==> config.mk <==
export PLATFORM = sky130hd
export DESIGN_NAME = snake_display_multi
export DESIGN_NICKNAME = d
export VERILOG_FILES = /design/src/rtl/snake_display_pkg.sv /design/src/rtl/snake_path_decoder.sv /design/src/rtl/snake_display_multi.sv
export SDC_FILE = /design/constraint.sdc
export NUM_CORES = 1
export LEC_CHECK = 0
export BUFFER_PORTS_ARGS = -buffer_cell sky130_fd_sc_hd__buf_2
export CORE_UTILIZATION = 55
export DETAILED_ROUTE_END_ITERATION = 6
export GPL_ROUTABILITY_DRIVEN = 1
export PLACE_DENSITY = 0.72
export SLEW_MARGIN = 10
export SYNTH_ARGS = -nofsm -noshare
export SYNTH_HDL_FRONTEND = slang
export SYNTH_SLANG_ARGS = --single-unit
==> constraint.sdc <==
create_clock -name clk -period 6.6 [get_ports clk]
set_input_delay 0.99 -clock clk [delete_from_list [all_inputs] [get_ports clk]]
set_output_delay 0.99 -clock clk [all_outputs]
set_load 0.01 [all_outputs]
==> src/rtl/snake_display_pkg.sv <==
// Shared constants and helpers for the multi-digit snake display.
// Path geometry lives here so the decoder and the top agree on it.
package snake_display_pkg;

    // Segment bit positions inside a {a..g} vector (a is the MSB).
    localparam int SEG_A = 6;
    localparam int SEG_B = 5;
    localparam int SEG_C = 4;
    localparam int SEG_D = 3;
    localparam int SEG_E = 2;
    localparam int SEG_F = 1;
    localparam int SEG_G = 0;

    // Ring length: top row, right pair, bottom row, left pair.
    function automatic int path_len(input int n);
        return 2 * n + 4;
    endfunction

    // Ceiling log2, with clog2(1) = 0.
    function automatic int clog2(input int v);
        int r;
        int x;
        r = 0;
        x = v - 1;
        while (x > 0) begin
            r = r + 1;
            x = x >> 1;
        end
        return r;
    endfunction

    // Segment lit by ring position k on an n-digit display.
    function automatic int seg_of(input int k, input int n);
        if (k < n)              return SEG_A;
        else if (k == n)        return SEG_B;
        else if (k == n + 1)    return SEG_C;
        else if (k <= 2*n + 1)  return SEG_D;
        else if (k == 2*n + 2)  return SEG_E;
        else                    return SEG_F;
    endfunction

    // Digit owning ring position k (digit 0 is rightmost).
    function automatic int digit_of(input int k, input int n);
        if (k < n)              return n - 1 - k;
        else if (k <= n + 1)    return 0;
        else if (k <= 2*n + 1)  return k - n - 2;
        else                    return n - 1;
    endfunction

endpackage

==> src/rtl/snake_path_decoder.sv <==
// Combinational lit-mask decoder: which segments of one digit
// belong to the snake body for a given head and direction.
module snake_path_decoder
    import snake_display_pkg::*;
#(
    parameter int N_DIGITS  = 8,
    parameter int SNAKE_LEN = 3,
    parameter int HEAD_W    = 5,
    parameter int DIGIT_W   = 3
) (
    input  logic [HEAD_W-1:0]  i_head,
    input  logic               i_cur_dir,
    input  logic [DIGIT_W-1:0] i_digit,
    output logic [6:0]         o_mask
);

    localparam int P = path_len(N_DIGITS);

    // Walk the ring; a position is lit when its distance behind the
    // head (against the travel direction) is below the snake length.
    always_comb begin : decode_ring
        automatic int h = 0;
        automatic int d = 0;
        automatic logic [2:0] s = 3'd0;
        o_mask = 7'd0;
        h = int'(i_head);
        for (int k = 0; k < P; k++) begin
            d = i_cur_dir ? (h - k) : (k - h);
            if (d < 0) begin
                d = d + P;
            end
            s = 3'(seg_of(k, N_DIGITS));
            if ((d < SNAKE_LEN) &&
                (int'(i_digit) == digit_of(k, N_DIGITS))) begin
                o_mask[s] = 1'b1;
            end
        end
    end

endmodule

==> src/rtl/snake_display_multi.sv <==
// Snake running around the outer ring of an N-digit multiplexed
// 7-segment display, with its own anode scan and step prescaler.
module snake_display_multi
    import snake_display_pkg::*;
#(
    parameter int N_DIGITS   = 8,
    parameter int SNAKE_LEN  = 3,
    parameter int STEP_WIDTH = 24,
    parameter int SCAN_WIDTH = 16
) (
    input  logic                                    clk,
    input  logic                                    reset_n,
    input  logic                                    enable,
    input  logic                                    dir,
    input  logic [1:0]                              speed,
    output logic                                    seg_a,
    output logic                                    seg_b,
    output logic                                    seg_c,
    output logic                                    seg_d,
    output logic                                    seg_e,
    output logic                                    seg_f,
    output logic                                    seg_g,
    output logic [N_DIGITS-1:0]                     anodes,
    output logic [clog2(path_len(N_DIGITS))-1:0]    head
);

    localparam int P       = path_len(N_DIGITS);
    localparam int HEAD_W  = clog2(P);
    localparam int DIGIT_W = (N_DIGITS > 1) ? clog2(N_DIGITS) : 1;

    localparam logic [HEAD_W-1:0]     H_ONE   = HEAD_W'(1);
    localparam logic [HEAD_W-1:0]     H_LAST  = HEAD_W'(P - 1);
    localparam logic [HEAD_W-1:0]     H_RESET = HEAD_W'(SNAKE_LEN - 1);
    localparam logic [HEAD_W:0]       X_P     = (HEAD_W+1)'(P);
    localparam logic [HEAD_W:0]       X_LEN   = (HEAD_W+1)'(SNAKE_LEN);
    localparam logic [HEAD_W:0]       X_PMLEN = (HEAD_W+1)'(P - SNAKE_LEN);
    localparam logic [DIGIT_W-1:0]    D_ONE   = DIGIT_W'(1);
    localparam logic [DIGIT_W-1:0]    D_LAST  = DIGIT_W'(N_DIGITS - 1);
    localparam logic [STEP_WIDTH-1:0] S_ONE   = STEP_WIDTH'(1);
    localparam logic [SCAN_WIDTH-1:0] C_ONE   = SCAN_WIDTH'(1);

    logic [HEAD_W-1:0]     r_head;
    logic                  r_cur_dir;
    logic [STEP_WIDTH-1:0] r_step_cnt;
    logic [SCAN_WIDTH-1:0] r_scan_cnt;
    logic [DIGIT_W-1:0]    r_digit;
    logic [6:0]            r_seg;
    logic [N_DIGITS-1:0]   r_anodes;

    logic [STEP_WIDTH-1:0] w_step_mask;
    logic                  w_strobe;
    logic [HEAD_W-1:0]     w_head_inc;
    logic [HEAD_W-1:0]     w_head_dec;
    logic [HEAD_W:0]       w_rev_sum;
    logic [HEAD_W-1:0]     w_rev_head;
    logic [6:0]            w_mask;
    logic [N_DIGITS-1:0]   w_digit_hot;

    // Faster speeds shorten the run of low bits that must be all ones.
    assign w_step_mask = {STEP_WIDTH{1'b1}} >> speed;
    assign w_strobe    = enable &&
                         ((r_step_cnt & w_step_mask) == w_step_mask);

    assign w_head_inc = (r_head == H_LAST) ? '0 : r_head + H_ONE;
    assign w_head_dec = (r_head == '0) ? H_LAST : r_head - H_ONE;

    // Reversal jumps the head to one past the old tail, i.e. head -/+ LEN.
    assign w_rev_sum  = r_cur_dir ? ({1'b0, r_head} + X_PMLEN)
                                  : ({1'b0, r_head} + X_LEN);
    assign w_rev_head = (w_rev_sum >= X_P) ? HEAD_W'(w_rev_sum - X_P)
                                           : w_rev_sum[HEAD_W-1:0];

    snake_path_decoder #(
        .N_DIGITS  (N_DIGITS),
        .SNAKE_LEN (SNAKE_LEN),
        .HEAD_W    (HEAD_W),
        .DIGIT_W   (DIGIT_W)
    ) u_decoder (
        .i_head    (r_head),
        .i_cur_dir (r_cur_dir),
        .i_digit   (r_digit),
        .o_mask    (w_mask)
    );

    // One-hot of the digit being scanned.
    always_comb begin
        w_digit_hot = '0;
        for (int i = 0; i < N_DIGITS; i++) begin
            w_digit_hot[i] = (r_digit == DIGIT_W'(i));
        end
    end

    // Step prescaler, frozen while the snake is paused.
    always_ff @(posedge clk or negedge reset_n) begin
        if (!reset_n) begin
            r_step_cnt <= '0;
        end else if (enable) begin
            r_step_cnt <= r_step_cnt + S_ONE;
        end
    end

    // Head and direction: advance, or reverse from the old tail.
    always_ff @(posedge clk or negedge reset_n) begin
        if (!reset_n) begin
            r_head    <= H_RESET;
            r_cur_dir <= 1'b1;
        end else if (w_strobe) begin
            if (dir == r_cur_dir) begin
                r_head <= dir ? w_head_inc : w_head_dec;
            end else begin
                r_head    <= w_rev_head;
                r_cur_dir <= dir;
            end
        end
    end

    // Free-running scan; digit advances each time the counter wraps.
    always_ff @(posedge clk or negedge reset_n) begin
        if (!reset_n) begin
            r_scan_cnt <= '0;
            r_digit    <= '0;
        end else begin
            r_scan_cnt <= r_scan_cnt + C_ONE;
            if (&r_scan_cnt) begin
                r_digit <= (r_digit == D_LAST) ? '0 : r_digit + D_ONE;
            end
        end
    end

    // Active-low output registers; dark while in reset.
    always_ff @(posedge clk or negedge reset_n) begin
        if (!reset_n) begin
            r_seg    <= '1;
            r_anodes <= '1;
        end else begin
            r_seg    <= ~w_mask;
            r_anodes <= ~w_digit_hot;
        end
    end

    assign seg_a  = r_seg[SEG_A];
    assign seg_b  = r_seg[SEG_B];
    assign seg_c  = r_seg[SEG_C];
    assign seg_d  = r_seg[SEG_D];
    assign seg_e  = r_seg[SEG_E];
    assign seg_f  = r_seg[SEG_F];
    assign seg_g  = r_seg[SEG_G];
    assign anodes = r_anodes;
    assign head   = r_head;

endmodule

Word-level counts from Yosys, hierarchy flattened. Index checks and enable logic that the tools add are counted.

$add $sub $neg: 67. Magnitude comparators: 41. Equality and inequality tests: 17. Shift operators: 1. Mux-type cells: 67. Bitwise operators: 4. Reductions and logical operators: 26.

Operator list (number): $mux 32 (40); $add 32x6->32 const B (20); $lt 32x1->1 const B (20); $lt 32x3->1 const B (20); $mux 7 (8); $sub 4x5->6 const A (8); $sub 5x4->6 const B (8); $logic_not 32->1 (1); $mux 4 (8); $mux 5 (6); $add 24x1->24 const B (1); $and 24x24->24 (1); $eq 24x24->1 (1); $eq 3x3->1 const B (8); $shr 24x2->24 const A (1); $sub 3x5->6 const A (4); $sub 5x3->6 const B (4); $sub 5x5->6 const A (4); $sub 5x5->6 const B (4); $logic_and 1x1->1 (21); $add 16x1->16 const B (1); $reduce_and 16->1 (1); $eq 3x2->1 const B (4); $mux 6 (2); other kinds (22) (27).

Flip-flop bits (word level): 64. Input bits: 6. Output and inout port bits: 20. Word-level logic and storage cells: 230.

Longest topological paths before layout. Gate-level depths: netlist (run 1).

Depth after elaboration: 27. Depth in mapped cells: 16. Gate-level depth less buffers: 14.

By module. Synthesis (run 1) repeated with hierarchy kept, for this count alone.

Cells, all modules: 750. Area, all modules: 6224.7 µm².

By module, submodules not included: snake_display_multi (instances 1, cells each 297, area each 3173.0 µm², sequential area each 1622.8 µm²); snake_path_decoder (instances 1, cells each 453, area each 3051.7 µm², sequential area each 0.0 µm²).

Worst setup path after synthesis (run 1). OpenSTA, ideal clock, no wires.

Kind: register to register. Start: register r_cur_dir. End: register r_head[4], in the netlist head[4]. Library setup time: 0.121 ns. Data arrival time: 3.085 ns. Data required time: 6.479 ns. Slack: 3.394 ns. Cell stages (with the launch flop): 15. Buffers on the path: 2. Clock period less this slack: 3.206 ns. Cell sequence: dfstp_2 > inv_1 > buf_2 > buf_1 > ha_1 > a21o_1 > nand2_1 > xnor2_1 > ha_1 > nand2_1 > a211oi_2 > nor2_1 > xor2_1 > a221o_1 > a22o_1.

Cells in the longest elaborated chain, start to end: 4. Elaborated cells between the ends (all ways): 6. Classes of those cells: 1 x add/sub; 1 x order compare; 1 x eq/ne; 3 x mux.

Ends and longest elaborated chain: start, declared (RTL line snake_display_multi.sv:43) `logic r_cur_dir;`; start signal, assigned (RTL line snake_display_multi.sv:112) `r_cur_dir <= dir;`; $mux 6 (RTL line snake_display_multi.sv:68) `assign w_rev_sum = r_cur_dir ? ({1'b0, r_head} + X_PMLEN)`; $sub 5x5->5 or $ge 6x5->1 (tied branches) (RTL line snake_display_multi.sv:70) `assign w_rev_head = (w_rev_sum >= X_P) ? HEAD_W'(w_rev_sum - X_P)`; $mux 5 (RTL line snake_display_multi.sv:70); $mux 5 (*) (RTL line snake_display_multi.sv:108) `if (dir == r_cur_dir) begin`; end signal, assigned (RTL line snake_display_multi.sv:109) `r_head <= dir ? w_head_inc : w_head_dec;`; end signal, assigned (RTL line snake_display_multi.sv:111) `r_head <= w_rev_head;`; end, declared (RTL line snake_display_multi.sv:42) `logic [HEAD_W-1:0] r_head;`.

Mark *: on every way between the ends. The rest lies on a longest branch, timed or not. A chain may end at the register's enable or synchronous reset.

Worst setup path after layout (run 1).
Start: register r_head[0], in the netlist head[0]. End: register r_seg[6].

Cells in the longest elaborated chain, start to end: 15. Elaborated cells between the ends (all ways): 72. Classes of those cells: 23 x add/sub; 16 x order compare; 24 x mux; 1 x bitwise; 8 x reduce/logical.

Ends and longest elaborated chain: $sub 1x5->6 (RTL line snake_path_decoder.sv:28) `d = i_cur_dir ? (h - k) : (k - h);`; $mux 32 (RTL line snake_path_decoder.sv:28); $add 32x6->32 or $lt 32x1->1 (tied branches) (RTL line snake_path_decoder.sv:30, snake_path_decoder.sv:29); $mux 32 (RTL line snake_path_decoder.sv:29) `if (d < 0) begin`; $lt 32x3->1 (RTL line snake_path_decoder.sv:33) `if ((d < SNAKE_LEN) &&`; $logic_and 1x1->1 (RTL line snake_path_decoder.sv:33); $mux 7 (7 in a row) (RTL line snake_path_decoder.sv:33); $mux 7 (*) (RTL line snake_path_decoder.sv:33); $not 7->7 (*) (RTL line snake_display_multi.sv:136) `r_seg <= ~w_mask;`; end signal, assigned (RTL line snake_display_multi.sv:136); end, declared (RTL line snake_display_multi.sv:47) `logic [6:0] r_seg;`.

Marks and branches as above.

==> results of run 1 <==
## cells by family (layout without fill, tap and decap cells)
group,Yosys count,after routing,share of synthesized area
other,1,1,0.000637
adder cells (fa/ha/maj),50,50,0.107
AO/OA/AOI/OAI,174,174,0.196
multiplexers,12,12,0.0232
flip-flops,63,63,0.271
XOR/XNOR,79,79,0.129
buffers and inverters,75,87,0.0603
AND/OR/NAND/NOR,236,236,0.213
## path summary, 6_finish.rpt
check | startpoint | end | slack, ns
worst max-delay path | head[0] | r_seg[6] | 2.83
worst min-delay path | reset_n | head[4] | 0.46
worst max register to register | head[0] | r_seg[6] | 2.83
worst min register to register | r_scan_cnt[11] | r_scan_cnt[11] | 0.47
max in group asynchronous | reset_n | r_step_cnt[12] | 5.18
min in group clk | r_scan_cnt[11] | r_scan_cnt[11] | 0.47
## layer usage
layer,up-vias,wire length (um),track usage
met5,-,0,0
met4,0,337,0.0926
met3,33,1530,0.0625
met2,245,7220,0.465
met1,2525,7030,0.425
li1,2498,-,-
## area by class of cell
cell class / count / area (um2) / share of cell area
Multi-Input combinational cell: 552 / 3940 / 0.634
Clock buffer: 10 / 128 / 0.0205
Sequential cell: 63 / 1600 / 0.257
Clock inverter: 6 / 61.3 / 0.00987
Inverter: 41 / 154 / 0.0248
Tap cell: 136 / 170 / 0.0274
Timing Repair Buffer: 30 / 165 / 0.0266
## cell usage after synthesis (4+ instances only)
| master | count | share of area |
|---|---|---|
| or4_1 | 5 | 0.0064 |
| o31ai_1 | 6 | 0.0076 |
| a311oi_1 | 4 | 0.0059 |
| a21oi_1 | 52 | 0.044 |
| xor2_1 | 21 | 0.031 |
| xnor2_2 | 5 | 0.014 |
| nor3_1 | 15 | 0.013 |
| o211ai_1 | 9 | 0.011 |
| xnor2_1 | 51 | 0.076 |
| o21ai_0 | 31 | 0.026 |
| inv_1 | 36 | 0.023 |
| buf_2 | 14 | 0.012 |
| clkbuf_1 | 8 | 0.0051 |
| or3_1 | 4 | 0.0042 |
| nor4_1 | 7 | 0.0074 |
| ha_1 | 49 | 0.10 |
| and3_1 | 12 | 0.013 |
| dfstp_2 | 16 | 0.071 |
| nand2_1 | 47 | 0.030 |
| buf_6 | 5 | 0.0096 |
| inv_2 | 4 | 0.0025 |
| dfrtp_1 | 47 | 0.20 |
| buf_4 | 5 | 0.0064 |
| a211oi_1 | 12 | 0.015 |
| nand4_1 | 14 | 0.015 |
| nand3_1 | 28 | 0.024 |
| and2_1 | 7 | 0.0074 |
| nor2_1 | 47 | 0.030 |
| nor2b_1 | 11 | 0.012 |
| a22oi_1 | 6 | 0.0076 |
| a31oi_1 | 10 | 0.011 |
| or2_2 | 4 | 0.0042 |
| nor3b_1 | 4 | 0.0051 |
| mux2i_1 | 8 | 0.014 |
| nand2b_1 | 18 | 0.019 |
## registers in the layout, indices dropped and copies added, names as in the netlist
name        cells
r_scan_cnt     16
r_step_cnt     24
head            5
r_digit         3
anodes          8
r_seg           6
r_cur_dir       1
## power groups by stage
| stage | clock network [mW] | logic, mW | registers (mW) |
|---|---|---|---|
| 2_1_floorplan | 0 | 0.0617 | 0.436 |
| 6_report | 0.334 | 0.0840 | 0.436 |
| 3_3_place_gp | 0 | 0.0797 | 0.440 |
| 3_5_place_dp | 0 | 0.0848 | 0.441 |
| 5_1_grt | 0.352 | 0.0957 | 0.439 |
| 4_1_cts | 0.339 | 0.0844 | 0.435 |
==> results.ini, run 1 <==
[clock_network]
htreeDepth=3
path_clk_slew_ns=0.08
cts.sinks=63
cts_inserted_buffers=9
cts_resized=0
clk_latency_ns=0.35
postCtsSetupRepairBufs=0
cts_root_buf=clkbuf_8
cts_hold_buffers=0
cts_tree=done
cts_max_path_buffers=2

[critical_path]
worstSetupPathType=register to register
r2r_cells=13
crit_slowest_cell=dfrtp_1
end_kind=register
critPathLaunchType=register
critical_path_required_ns=6.83
path_max_fanout=26
cp.depth=13
worst_ep_arrival_time_ns=4.00
critPathBufInv=2
path_cells=inv_1 > ha_1 > nor2_1 > xnor2_2 > inv_1 > ha_1 > xor2_1 > nand3_1 > a2111oi_0 > a31oi_1 > o32a_1 > nand4_1 > nor4_1
cpPeakStageDelay_ns=0.69
crit_family=flip-flops

[final_layout]
n_fill_cell=948
area_growth_pct=5.48
nets=753
layout.cells.non_filler=838
final_layout_size_suffix_gt1_frac=0.127
n_antenna_cell=0
final_cell_mix=52 x a21oi_1, 51 x xnor2_1, 49 x ha_1
fin_area_um2=6210
final_util=0.599
layout_commonest_cell=a21oi_1

[grt]
grt_pass1_wl_um=26100
groute.usage.overall=0.302
antenna_found_initial=0
first_global_vias=4997
grt_max_degree=77
grt.overflow.total=0

[timing]
fin_setup_tns_ns=0
whs_ns=0.462
hold_viol=0
rsz0062_at_grt=false
worst_pin_slew_ns=0.899
slew_violations=0
layout_worst_path_cycle_share=0.571
worst_slack_ns=2.83
slew_headroom=0.400
period_needed_ns=3.77
finalSetupViolCount=0
fin_worst_skew_ns=0.0147
fmax_mhz=265

[pwr]
pwr-share-comb=0.098
p_int_mw=0.618
clkPwrFrac=0.391
leakage_nw=2.78
switching_share=0.276
totalPowerFinal_mw=0.854
pwr-share-seq=0.510
p_per_area_nw_per_um2=137
irDropWorstVdd_uv=111
switchingPower_mw=0.236

[placement]
gp_congestion=1.00
pre_cts_ws_ns=2.92
dp_cells=822
dpl_cell_area_um2=6020
io_buffers=24
dp_hpwl_um=11700

[drt]
routed_wl_um=16100
vias=5301
wl_per_cell_um=19.2
drc=0
drt_iter0_markers=561
postRouteAntennaNets=0
avgViaCountPerCell=6.33
firstDrtPassIters=5

[floorplan]
core_um2=10400
initial_core_util=0.568
die_area_um2=11100
row_count=37
io_pins=26
die_w_um=105
die_h_um=105

[job]
maxCapViolations=0

[status]
run_status=complete, no violations

[synthesis]
ys_warn_count=0
avgSynthCellArea_um2=8.54
synth.cell_area_um2=5890
syn-instance-count=690
ys_seq_elements=63
synth-async-reset-ratio=1.00
ys_types=76
synth_nets=746
synth_seq_area_share=0.271
ys.flop_type=dfrtp_1
synth-edff-count=0

[hold_path]
hp-class=input port to async pin

No activity file was read; power rests on OpenSTA's default activity.
==> run 2: changes to the inputs <==
--- a/config.mk
+++ b/config.mk
@@ -5,6 +5,7 @@
 export SDC_FILE = /design/constraint.sdc
 export NUM_CORES = 1
 export LEC_CHECK = 0
+export ABC_AREA = 1
 export BUFFER_PORTS_ARGS = -buffer_cell sky130_fd_sc_hd__buf_2
 export CORE_UTILIZATION = 55
 export DETAILED_ROUTE_END_ITERATION = 6
==> constraint.sdc (replaced) <==
create_clock -name clk -period 3.5 [get_ports clk]
set_input_delay 0.525 -clock clk [delete_from_list [all_inputs] [get_ports clk]]
set_output_delay 0.525 -clock clk [all_outputs]
set_load 0.01 [all_outputs]
==> results.ini, run 2 <==
[synthesis]
synth_commonest_cells=325 x nand2_1, 116 x inv_1, 104 x nand3_1
post-synth-top-count-cell=nand2_1
synth-async-reset-ratio=1.00
ys.flop_type=dfrtp_1
synth_seq_area_share=0.261
ys_warn_count=0
synth_top_area_cell=nand2_1
avgSynthCellArea_um2=6.44
synth-edff-count=0
syn-instance-count=951
ys_types=49
synth.cell_area_um2=6120
synthTopCellsByArea=nand2_1 20%, dfrtp_1 19%, ha_1 10%
synth_nets=1007
ys_seq_elements=63
synth_top_area_frac=0.199

[critical_path]
worstSetupPathType=register to register
r2r_end=r_seg[6]
critical_path_required_ns=3.77
cpPeakStageDelay_ns=0.68
cpMostUsedCell=nand2_1
worst_ep_arrival_time_ns=3.25
path_cells=inv_1 > ha_1 > nand2_1 > nand2_1 > a21boi_2 > ha_1 > a21boi_0 > nand3b_1 > nand2_1 > nand2_1 > nand2_1 > nand2_1 > nand2_1 > nor2_1 > nand2_1 > nor2_1
r2r_cells=16
r2r_slack_ns=0.52
critPathLaunchType=register
crit_slowest_cell=dfstp_2
end_kind=register
path_max_fanout=14
reg2reg_from=head[1]

[timing]
rsz0062_at_grt=false
worst_slack_ns=0.521
fmax_mhz=336
slew_headroom=0.633
fin_setup_tns_ns=0
worst_pin_slew_ns=0.551
period_needed_ns=2.98
layout_worst_path_cycle_share=0.851
finalSetupViolCount=0
slew_violations=0
hold_viol=0
fin_worst_skew_ns=0.0107

[clock_network]
clk_latency_ns=0.34
cts_tree=done
cts.sinks=63
cts_max_path_buffers=2
cts_resized=0
cts_inserted_buffers=9
path_clk_slew_ns=0.08
cts_root_buf=clkbuf_8
htreeDepth=3
cts_hold_buffers=0
postCtsSetupRepairBufs=0

[job]
maxCapViolations=0

[floorplan]
die_h_um=107
die_w_um=107
row_count=38
io_pins=26
core_um2=10800
initial_core_util=0.565
die_area_um2=11600

[final_layout]
largest_reg_flops=24
area_growth_pct=7.79
largest-register=r_step_cnt
layout_commonest_cell=nand2_1
fin_area_um2=6600
final_layout_size_suffix_gt1_frac=0.100
final_cell_mix=325 x nand2_1, 116 x inv_1, 104 x nand3_1
n_fill_cell=1076
final_util=0.609
nets=1027

[drt]
postRouteAntennaNets=0
wl_per_cell_um=13.8
routed_wl_um=15400
vias=5964
drc=0
avgViaCountPerCell=5.34
drt_iter0_markers=459
firstDrtPassIters=7

[grt]
grt_pass1_wl_um=25700
groute.usage.overall=0.283
antenna_found_initial=0
first_global_vias=5387
grt.overflow.total=0
grt_max_degree=45

[pwr]
irDropWorstVdd_uv=363
p_per_area_nw_per_um2=256
totalPowerFinal_mw=1.69
leakage_nw=3.58

[placement]
dpl_cell_area_um2=6350
pre_cts_ws_ns=0.551
io_buffers=24
dp_hpwl_um=11700
gp_congestion=0.934

[hold_path]
hp-class=input port to async pin

[status]
run_status=complete, no violations

run 2: worst max-delay path by stage:
stage | startpoint | end | slack (ns) | cells after the start
final | head[1] | r_seg[6] | 0.52 | 16
after global routing | head[1] | r_seg[6] | 0.22 | 16
after detailed placement | head[1] | r_seg[3] | 0.55 | 19
after CTS | head[1] | r_seg[3] | 0.54 | 19
after global placement | head[1] | r_seg[6] | 0.58 | 16
after floorplan | r_cur_dir | head[2] | 0.91 | 14
run 2: layer usage:
layer,track usage,share of wire,wire (um)
met4,0.0900,0.025,386
met5,0,0,0
met3,0.0478,0.067,1040
met1,0.395,0.47,7150
met2,0.442,0.44,6800
run 2: cells by family (layout without fill, tap and decap cells):
| logic type | Yosys count | count (layout) | synth area share |
|---|---|---|---|
| AO/OA/AOI/OAI | 91 | 91 | 0.0857 |
| XOR/XNOR | 42 | 42 | 0.0613 |
| adder cells (fa/ha/maj) | 50 | 50 | 0.103 |
| buffers and inverters | 149 | 174 | 0.0993 |
| flip-flops | 63 | 63 | 0.261 |
| other | 1 | 2 | 0.000613 |
| AND/OR/NAND/NOR | 555 | 555 | 0.389 |
run 2: power breakdown:
part	switching [mW]	leakage [nW]	internal (mW)
Combinational	0.0639	2.66	0.0457
Clock	0.291	0.123	0.475
Sequential	0.0387	0.789	0.772
run 2: area by class of cell:
type                            count  area [um2]  area share
Timing Repair Buffer               34         195      0.0296
Antenna cell                        1        2.50    0.000379
Multi-Input combinational cell    739        3920       0.594
Inverter                          124         467      0.0707
Clock buffer                        9         124      0.0188
Sequential cell                    63        1600       0.242
Clock inverter                      7         121      0.0184
Tap cell                          140         175      0.0266
run 2: critical path: cells and delay by family, from the launching register on:
| kind | cells | cell delay [ns] |
|---|---|---|
| simple gates | 11 | 0.84 |
| flops | 1 | 0.68 |
| compound gates | 2 | 0.52 |
| fa+ha+maj | 2 | 0.66 |
| buf+inv | 1 | 0.21 |
run 2: stage by stage:
step                instances  hold slack, ns
finish                   1117           0.108
global route             1116           0.107
CTS                      1116           0.105
detailed placement       1100           0.447
global placement         1100           0.442
floorplan                 951           0.229
